<file path="src/rtl/cpu_phase_sequencer_pkg.sv">
// Shared definitions for the RV32I multi-cycle phase sequencer: state encodings,
// base-ISA opcode constants, trap cause codes and the registered opcode class.
package cpu_phase_sequencer_pkg;

    typedef enum logic [2:0] {
        ST_IDLE    = 3'd0,
        ST_FETCH   = 3'd1,
        ST_DECODE  = 3'd2,
        ST_EXECUTE = 3'd3,
        ST_MEM     = 3'd4,
        ST_WB      = 3'd5,
        ST_HALT    = 3'd6,
        ST_TRAP    = 3'd7
    } seq_state_t;

    localparam logic [6:0] OP_LOAD     = 7'b0000011;
    localparam logic [6:0] OP_STORE    = 7'b0100011;
    localparam logic [6:0] OP_BRANCH   = 7'b1100011;
    localparam logic [6:0] OP_JAL      = 7'b1101111;
    localparam logic [6:0] OP_JALR     = 7'b1100111;
    localparam logic [6:0] OP_LUI      = 7'b0110111;
    localparam logic [6:0] OP_AUIPC    = 7'b0010111;
    localparam logic [6:0] OP_OP_IMM   = 7'b0010011;
    localparam logic [6:0] OP_OP       = 7'b0110011;
    localparam logic [6:0] OP_MISC_MEM = 7'b0001111;
    localparam logic [6:0] OP_SYSTEM   = 7'b1110011;

    localparam logic [1:0] CAUSE_NONE        = 2'b00;
    localparam logic [1:0] CAUSE_ILLEGAL     = 2'b01;
    localparam logic [1:0] CAUSE_MEM_TIMEOUT = 2'b10;

    // Only the attributes still needed after DECODE are kept in the class register.
    typedef struct packed {
        logic is_load;
        logic is_store;
        logic writes_rd;
    } op_class_t;

    function automatic logic is_mem_state(seq_state_t s);
        return (s == ST_FETCH) || (s == ST_MEM);
    endfunction

endpackage

</file>
<file path="src/rtl/cpu_phase_sequencer_opcode_class_decode.sv">
// Combinational opcode classifier: maps INSN[6:0] to the handful of attributes
// the phase sequencer needs to pick its path through EXECUTE/MEM/WB.
module cpu_phase_sequencer_opcode_class_decode
    import cpu_phase_sequencer_pkg::*;
(
    input  logic [6:0] opcode,
    output logic       is_load,
    output logic       is_store,
    output logic       writes_rd,
    output logic       is_system,
    output logic       illegal
);

    always_comb begin
        is_load   = 1'b0;
        is_store  = 1'b0;
        writes_rd = 1'b0;
        is_system = 1'b0;
        illegal   = 1'b0;
        case (opcode)
            OP_LOAD: begin
                is_load   = 1'b1;
                writes_rd = 1'b1;
            end
            OP_STORE:                                               is_store  = 1'b1;
            OP_OP, OP_OP_IMM, OP_JAL, OP_JALR, OP_LUI, OP_AUIPC:    writes_rd = 1'b1;
            // FENCE runs as a NOP: same path as a branch, no register write.
            OP_BRANCH, OP_MISC_MEM:                                 writes_rd = 1'b0;
            OP_SYSTEM:                                              is_system = 1'b1;
            default:                                                illegal   = 1'b1;
        endcase
    end

endmodule

</file>
<file path="src/rtl/cpu_phase_sequencer.sv">
// Multi-cycle control FSM for the RV32I core: sequences the instruction phases,
// owns the memory request handshake and issues one-cycle commit strobes.
module cpu_phase_sequencer
    import cpu_phase_sequencer_pkg::*;
#(
    parameter int MEM_TIMEOUT = 255,
    parameter int CNT_W       = 32
) (
    input  logic             CLK,
    input  logic             RST,
    input  logic             run,
    input  logic [6:0]       opcode,
    input  logic             mem_ready,
    output logic             mem_req,
    output logic             mem_we,
    output logic             addr_sel,
    output logic             ir_load,
    output logic             rd_we,
    output logic             pc_we,
    output logic [2:0]       state,
    output logic             halted,
    output logic             trap,
    output logic [1:0]       trap_cause,
    output logic [CNT_W-1:0] instret
);

    localparam logic [15:0] WAIT_LIMIT = 16'(MEM_TIMEOUT);

    seq_state_t       state_q;
    op_class_t        class_q;
    logic [15:0]      wait_cnt;
    logic [1:0]       cause_q;
    logic [CNT_W-1:0] instret_q;

    logic dec_load;
    logic dec_store;
    logic dec_writes_rd;
    logic dec_system;
    logic dec_illegal;
    logic mem_phase;
    logic wait_expired;

    cpu_phase_sequencer_opcode_class_decode u_decode (
        .opcode    (opcode),
        .is_load   (dec_load),
        .is_store  (dec_store),
        .writes_rd (dec_writes_rd),
        .is_system (dec_system),
        .illegal   (dec_illegal)
    );

    // The current cycle is the MEM_TIMEOUT-th consecutive one without ready;
    // a ready in this same cycle still completes the request.
    assign mem_phase    = is_mem_state(state_q);
    assign wait_expired = mem_phase && !mem_ready && ((wait_cnt + 16'd1) == WAIT_LIMIT);

    always_ff @(posedge CLK) begin
        if (RST) begin
            state_q   <= ST_IDLE;
            class_q   <= '0;
            wait_cnt  <= '0;
            cause_q   <= CAUSE_NONE;
            instret_q <= '0;
        end else begin
            if (mem_phase && !mem_ready && !wait_expired) begin
                wait_cnt <= wait_cnt + 16'd1;
            end else begin
                wait_cnt <= '0;
            end

            case (state_q)
                ST_IDLE: begin
                    if (run) begin
                        state_q <= ST_FETCH;
                    end
                end
                ST_FETCH: begin
                    if (mem_ready) begin
                        state_q <= ST_DECODE;
                    end else if (wait_expired) begin
                        state_q <= ST_TRAP;
                        cause_q <= CAUSE_MEM_TIMEOUT;
                    end
                end
                ST_DECODE: begin
                    class_q <= '{is_load: dec_load, is_store: dec_store, writes_rd: dec_writes_rd};
                    if (dec_system) begin
                        state_q <= ST_HALT;
                    end else if (dec_illegal) begin
                        state_q <= ST_TRAP;
                        cause_q <= CAUSE_ILLEGAL;
                    end else begin
                        state_q <= ST_EXECUTE;
                    end
                end
                ST_EXECUTE: begin
                    state_q <= (class_q.is_load || class_q.is_store) ? ST_MEM : ST_WB;
                end
                ST_MEM: begin
                    if (mem_ready) begin
                        state_q <= ST_WB;
                    end else if (wait_expired) begin
                        state_q <= ST_TRAP;
                        cause_q <= CAUSE_MEM_TIMEOUT;
                    end
                end
                ST_WB: begin
                    instret_q <= instret_q + CNT_W'(1);
                    state_q   <= run ? ST_FETCH : ST_IDLE;
                end
                // HALT and TRAP only leave through reset.
                ST_HALT, ST_TRAP: begin
                    state_q <= state_q;
                end
                default: begin
                    state_q <= ST_IDLE;
                end
            endcase
        end
    end

    assign mem_req    = mem_phase;
    assign mem_we     = (state_q == ST_MEM) && class_q.is_store;
    assign addr_sel   = (state_q == ST_MEM);
    assign ir_load    = (state_q == ST_FETCH) && mem_ready;
    assign rd_we      = (state_q == ST_WB) && class_q.writes_rd;
    assign pc_we      = (state_q == ST_WB);
    assign state      = state_q;
    assign halted     = (state_q == ST_HALT);
    assign trap       = (state_q == ST_TRAP);
    assign trap_cause = cause_q;
    assign instret    = instret_q;

endmodule

</file>
<file path="config.mk">
export PLATFORM = sky130hd
export DESIGN_NAME = cpu_phase_sequencer
export DESIGN_NICKNAME = d
export VERILOG_FILES = /design/src/rtl/cpu_phase_sequencer_pkg.sv /design/src/rtl/cpu_phase_sequencer_opcode_class_decode.sv /design/src/rtl/cpu_phase_sequencer.sv
export SDC_FILE = /design/constraint.sdc
export NUM_CORES = 1
export LEC_CHECK = 0
export ABC_AREA = 0
export BUFFER_PORTS_ARGS = -buffer_cell sky130_fd_sc_hd__buf_2
export CAP_MARGIN = 40
export CORE_AREA = 5 5 70 85
export DETAILED_ROUTE_END_ITERATION = 8
export DIE_AREA = 0 0 75 90
export HOLD_SLACK_MARGIN = 0.12
export PLACE_DENSITY = 0.83
export SLEW_MARGIN = 15
export SYNTH_ARGS = -nofsm -noshare
export SYNTH_HDL_FRONTEND = slang
export SYNTH_SLANG_ARGS = --single-unit
</file>
<file path="constraint.sdc">
create_clock -name CLK -period 6.8 [get_ports CLK]
set_input_delay 0.68 -clock CLK [delete_from_list [all_inputs] [get_ports CLK]]
set_output_delay 0.68 -clock CLK [all_outputs]
set_load 0.005 [all_outputs]
</file>
# Word-level counts from Yosys, hierarchy flattened
# Cells that the tools add are included.
word_totals:
  elab_cells: 72
  inputBits: 11
  ff_bits: 56
op_classes:
  reduce_logical: 19
  bitwise: 2
  n_addsub: 2
  mux: 18
  n_eq_ne: 24
op_table:
  columns: ["cell", "count"]
  rows:
  - ["adder 32 x 1 -> 32 bit, second input constant", 1]
  - ["== test 7 bit, second input constant", 4]
  - ["== test 7 x 6 -> 1 bit, second input constant", 3]
  - ["2-to-1 mux 3 bit", 6]
  - ["case mux 3 bit (6 select lines)", 1]
  - ["adder 16 x 1 -> 16 bit, second input constant", 1]
  - ["== test 16 x 8 -> 1 bit, second input constant", 1]
  - ["== test 7 x 5 -> 1 bit, second input constant", 2]
  - ["== test 3 bit, second input constant", 4]
  - ["OR reduction 11 bit", 1]
  - ["2-to-1 mux 2 bit", 4]
  - ["inequality test 2 bit, second input constant", 4]
  - ["== test 7 x 2 -> 1 bit, second input constant", 1]
  - ["== test 7 x 4 -> 1 bit, second input constant", 1]
  - ["OR reduction 7 bit", 1]
  - ["== test 3 x 2 -> 1 bit, second input constant", 2]
  - ["logical AND 1 bit", 6]
  - ["2-to-1 mux 1 bit", 6]
  - ["OR reduction 2 bit", 3]
  - ["AND reduction 5 bit", 1]
  - ["case mux 2 bit (2 select lines)", 1]
  - ["== test 3 x 1 -> 1 bit, second input constant", 1]
  - ["zero test 3 bit", 1]
  - ["zero test 1 bit", 2]
  - ["other kinds (5)", 7]

# Longest topological paths before layout
logic_depth:
  ltp_word: 8
  ltp_mapped: 9

# Hierarchy
# From an unflattened synthesis, not the netlist that was laid out.
hier_totals:
  cells_unflattened: 347
  area_unflattened_um2: 2906.5
by_module_without_submodules:
  columns: ["module", "area_per_inst_um2", "n_inst", "seq_area_each_um2", "cells_per_inst"]
  rows:
  - ["cpu_phase_sequencer", 2788.9, 1, 1121.1, 328]
  - ["cpu_phase_sequencer_opcode_class_decode", 117.6, 1, 0.0, 19]

# Least setup slack after synthesis
# OpenSTA, ideal clock, no wires.
synth_timing:
  kind: "register to register"
  from: "register wait_cnt[0]"
  to: "register state_q[0], in the netlist state[0]"
  stages_incl_launch_ff: 8
  n_path_buf: 0
  setup_time_ns: 0.103
  setup_slack_ns: 4.664
  t_required_ns: 6.697
  arrival_time_ns: 2.032
  path_cell_list: "dfxtp_1 -> ha_1 -> nand3_4 -> nor4b_1 -> a211oi_1 -> nor4_2 -> nand3_2 -> a2111oi_2"
synth_between:
  elab_chain_cells: 6
  word_cells_on_any_way: 7
  cone_classes: "add/sub (1); eq/ne (1); mux (4); reduce/logical (1)"
synth_rtl:
  columns: ["element", "line", "source"]
  rows:
  - ["from (decl)", "cpu_phase_sequencer.sv:31", "logic [15:0] wait_cnt;"]
  - ["from (signal assigned)", "cpu_phase_sequencer.sv:66", "wait_cnt <= wait_cnt + 16'd1;"]
  - ["adder 16 x 1 -> 16 bit *", "cpu_phase_sequencer.sv:55", "assign wait_expired = mem_phase && !mem_ready && ((wait_cnt + 16'd1) == WAIT_LIMIT);"]
  - ["== test 16 x 8 -> 1 bit *", "cpu_phase_sequencer.sv:55", null]
  - ["logical AND 1 bit *", "cpu_phase_sequencer.sv:55", null]
  - ["2-to-1 mux 3 bit *", null, null]
  - ["2-to-1 mux 3 bit (on tied branches)", null, null]
  - ["case mux 3 bit (6 select lines) *", null, null]
  - ["to (signal assigned)", "cpu_phase_sequencer.sv:97", "state_q <= (class_q.is_load || class_q.is_store) ? ST_MEM : ST_WB;"]
  - ["to (signal assigned)", "cpu_phase_sequencer.sv:109", "state_q <= run ? ST_FETCH : ST_IDLE;"]
  - ["to (signal assigned)", "cpu_phase_sequencer.sv:113", "state_q <= state_q;"]
  - ["to (decl)", "cpu_phase_sequencer.sv:29", "seq_state_t state_q;"]
# Mark *: on every way between the ends. The rest lies on a longest branch, timed or not.
# A chain may end at the register's enable or synchronous reset.

# Final worst setup path
layout_timing:
  from: "register state_q[2], in the netlist state[2]"
  to: "register instret_q[31], in the netlist instret[31]"
layout_between:
  elab_chain_cells: 1
layout_rtl:
  columns: ["element", "line", "source"]
  rows:
  - ["== test 3 bit", "cpu_phase_sequencer.sv:71", "case (state_q)"]
  - ["to (signal assigned)", "cpu_phase_sequencer.sv:108", "instret_q <= instret_q + CNT_W'(1);"]
  - ["to (decl)", "cpu_phase_sequencer.sv:33", "logic [CNT_W-1:0] instret_q;"]
# No other way between the ends.

==> metrics.md <==
| Metric | Value |
|---|---|
| Commonest cells in the synthesized netlist | dfxtp_1, nor2_1, xor2_1 |
| Post-synth top area cell | dfxtp_1 |
| Worst vdd ir | 0.000163 V |
| Yosys warns | 0 |
| Area of the core | 0.00512 sq mm |
| Power Density | 177 mW/mm^2 |
| Worst-Margin Slew | about 0.8 ns |
| Fin area | 0.00330 sq mm |
| Final Slew Violations | 0 |
| Outcome | completed |
| Critical path's slowest cell | nor4_1 |
| Pin count of the biggest net entering global routing | 43 |
| Gr usage total | 18.8% |
| Initial antenna violation count | 0 |
| Die Y | 90 um |
| Fmax | 384 MHz |
| I/O Buffers | 55 |
| WS Path Type | reg2reg |
| Final non-filler cell total | 453 |
| Sequential element share of the synthesized area | 38.7% |
| Setup-failing EPs final | 0 |
| Full die area | 0.00675 sq mm |
| Req. time, crit path | 6.97 ns |
| TritonCTS sink count | 56 |
| 1st-pass router iterations | 4 |
| Synth cell types | 51 |
| Ys flop type | dfxtp_1 |
| Top-area cell type share of the netlist area | between 30% and 40% |
| Skew final | 0.00916 ns |
| CTS Buf Count | 5 |
| Iter 0 DRT Violations | 65 |
| Dpl cell area | around 0.0032 sq mm |
| CTS max path bufs | 2 |
| CTS tree | yes |
| Final Hold Vio Count | 0 |
| RSZ-0062 raised after global routing | false |
| Reg2reg end | instret[31] |
| WHS Path Cells | 2 |
| Hold Path End | class_q[1] |
| Final critical-path share of the clock period | 38.2% |
| First-pass GRT wire length | approximately 10,000 um |
| Synth Cell Area | about 0.0029 sq mm |
| # nets final | 404 |
| Syn Nets | 356 |
| Slew headroom | 45.5% |
| Number of fill cells | 431 |
| Setup TNS | 0 ns |
| Static Leak | 1.27 nW |
| Detail Route Antenna Nets | 0 |
| Arr. time, crit path | 2.77 ns |
| Ys async rst share | 0% |
| Clk slew on worst S/H paths | 0.10 ns |
| Area contributors post-synth | dfxtp_1, xor2_1, nor2_1 |
| CP max FO | 14 |
| Total power | 0.585 mW |
| Hold WS | 0.489 ns |
| Share of cells above drive strength 1 | 19.7% |
| Placed Cells | 445 |
| CTS Hold Buffers Added | 0 |
| Worst setup margin | ~4.2 ns |
| Clock root cell | clkbuf_8 |
| Critical hold path startpoint | class_q[1] |
| Crit path cell chain | and3b_1 -> nand3_1 -> nor4_1 -> nand4_1 -> xor2_1 -> nor2_1 |
| Routability cong. | 0.846 |
| Routed wire length | 6050 um |
| Mean Syn Cell Area | between 8 and 9 sq um |
| EDFF count, synth | 0 |
| FF-to-FF setup slack | 4.20 ns |
| Min Clock Period, post-route | between 2 and 3 ns |
| Vias in the first global route | 2,331 |
| Flops & latches, synth | 56 |
| DRC violations left | 0 |
| Worst Hold Class | reg2reg |
| Diode count | 0 |
| H-tree levels | 2 |
| Vias | roughly 2,500 |
| Worst Reg-to-Reg Cells | 6 |
| Worst r2r src | state[2] |
| I/O pin cnt | 56 |
| Cells after Synth | 342 |
| WL/cell | 13.3 um |
| Die Span X | 75 um |
| Area grow syn2layout | 13.9% |
| GR Overflow Total | 0 |
| Initial Util | 56.6% |
| Vias per cell | 5.53 |
| Post-CTS setup buffers | 0 |
| CTS resizes | 0 |
| MaxCap Viol Count | 0 |
| Count leader, synth | dfxtp_1 |
| Pre-CTS setup slack | 4.21 ns |
| Critical Path Max Stage Delay | 0.69 ns |
| DPL Wire Length | around 4500 um |
| Clk_lat worst skew | 0.31 ns |
| Crit end category | flop |
| Row cnt | 29 |
| Core Util, Final | 64.5% |
| Setup crit start kind | flop |
## sequential cells by signal (all words and copies together) (netlist names)
name        flops
class_q         3
instret        32
state           3
trap_cause      2
wait_cnt       16
## power by group
group | total, mW | internal [mW] | switching (mW)
clock | 0.218 | 0.111 | 0.107
combinational | 0.0313 | 0.0126 | 0.0187
sequential | 0.335 | 0.330 | 0.00511
total | 0.585 | 0.453 | 0.131
## cells in the final DEF, fill, tap and decap left out, types with 3 or more instances in the layout
cell and n:
nor2b_1 5, or3_1 8, o21ai_0 9, xor2_1 31, nand3_1 16, nor4_1 5, and4_1 4, nor2_1 53
xnor2_1 8, inv_1 5, a21oi_1 18, a211oi_1 3, and3_1 5, ha_1 3, and2_1 5, clkbuf_8 5
buf_2 55, nand2_1 24, nand4_1 13, dfxtp_1 56, nand2b_1 7, nor3_1 13, nor3b_1 3
## cell type report
cell class | count | area (sq um) | area share (%)
well taps | 62 | 77.6 | 2.35
clock inverters | 3 | 47.5 | 1.44
repair buffers | 55 | 275 | 8.35
clock buffers | 5 | 68.8 | 2.09
multi-input cells | 267 | 1690 | 51.2
flip-flops and latches | 56 | 1120 | 34.0
inverters | 5 | 18.8 | 0.569
## critical path: cells and delay by family, from the launching register on
family,cells,cell delay [ns]
xor+xnor,1,0.18
simple gates,5,1.73
flops,1,0.56
## layer usage
layer / routed length [um] / share of wire (%) / vias to the layer above / track usage [%]
li1: - / - / 1305 / -
met1: 2620 / 43 / 1150 / 23.0
met2: 3110 / 51 / 43 / 31.9
met3: 260 / 4.3 / 7 / 4.80
met4: 61 / 1.0 / 0 / 4.75
met5: 0 / 0 / - / 0
## how the worst max path moves through the flow
stage,startpoint,endpoint,slack [ns],depth (start not counted)
finish,state[2],instret[31],4.20,6
global route,state[2],instret[31],3.90,6
CTS,state[0],instret[31],4.18,6
detailed placement,state[0],instret[31],4.21,6
global placement,state[2],instret[31],4.32,6
floorplan,wait_cnt[0],state[0],4.66,7
## cell families (layout without fill, tap and decap cells)
kind of cell    count (synthesis)  in the layout  synth area share (%)
flops                          56             56                  38.7
buf+inv                        19             68                  2.94
simple gates                  175            175                  33.2
fa+ha+maj                       3              3                  1.30
xor+xnor                       39             39                  11.8
mux                             2              2                 0.691
compound gates                 48             48                  11.4
Note: power is estimated with default switching activity, not from simulation.
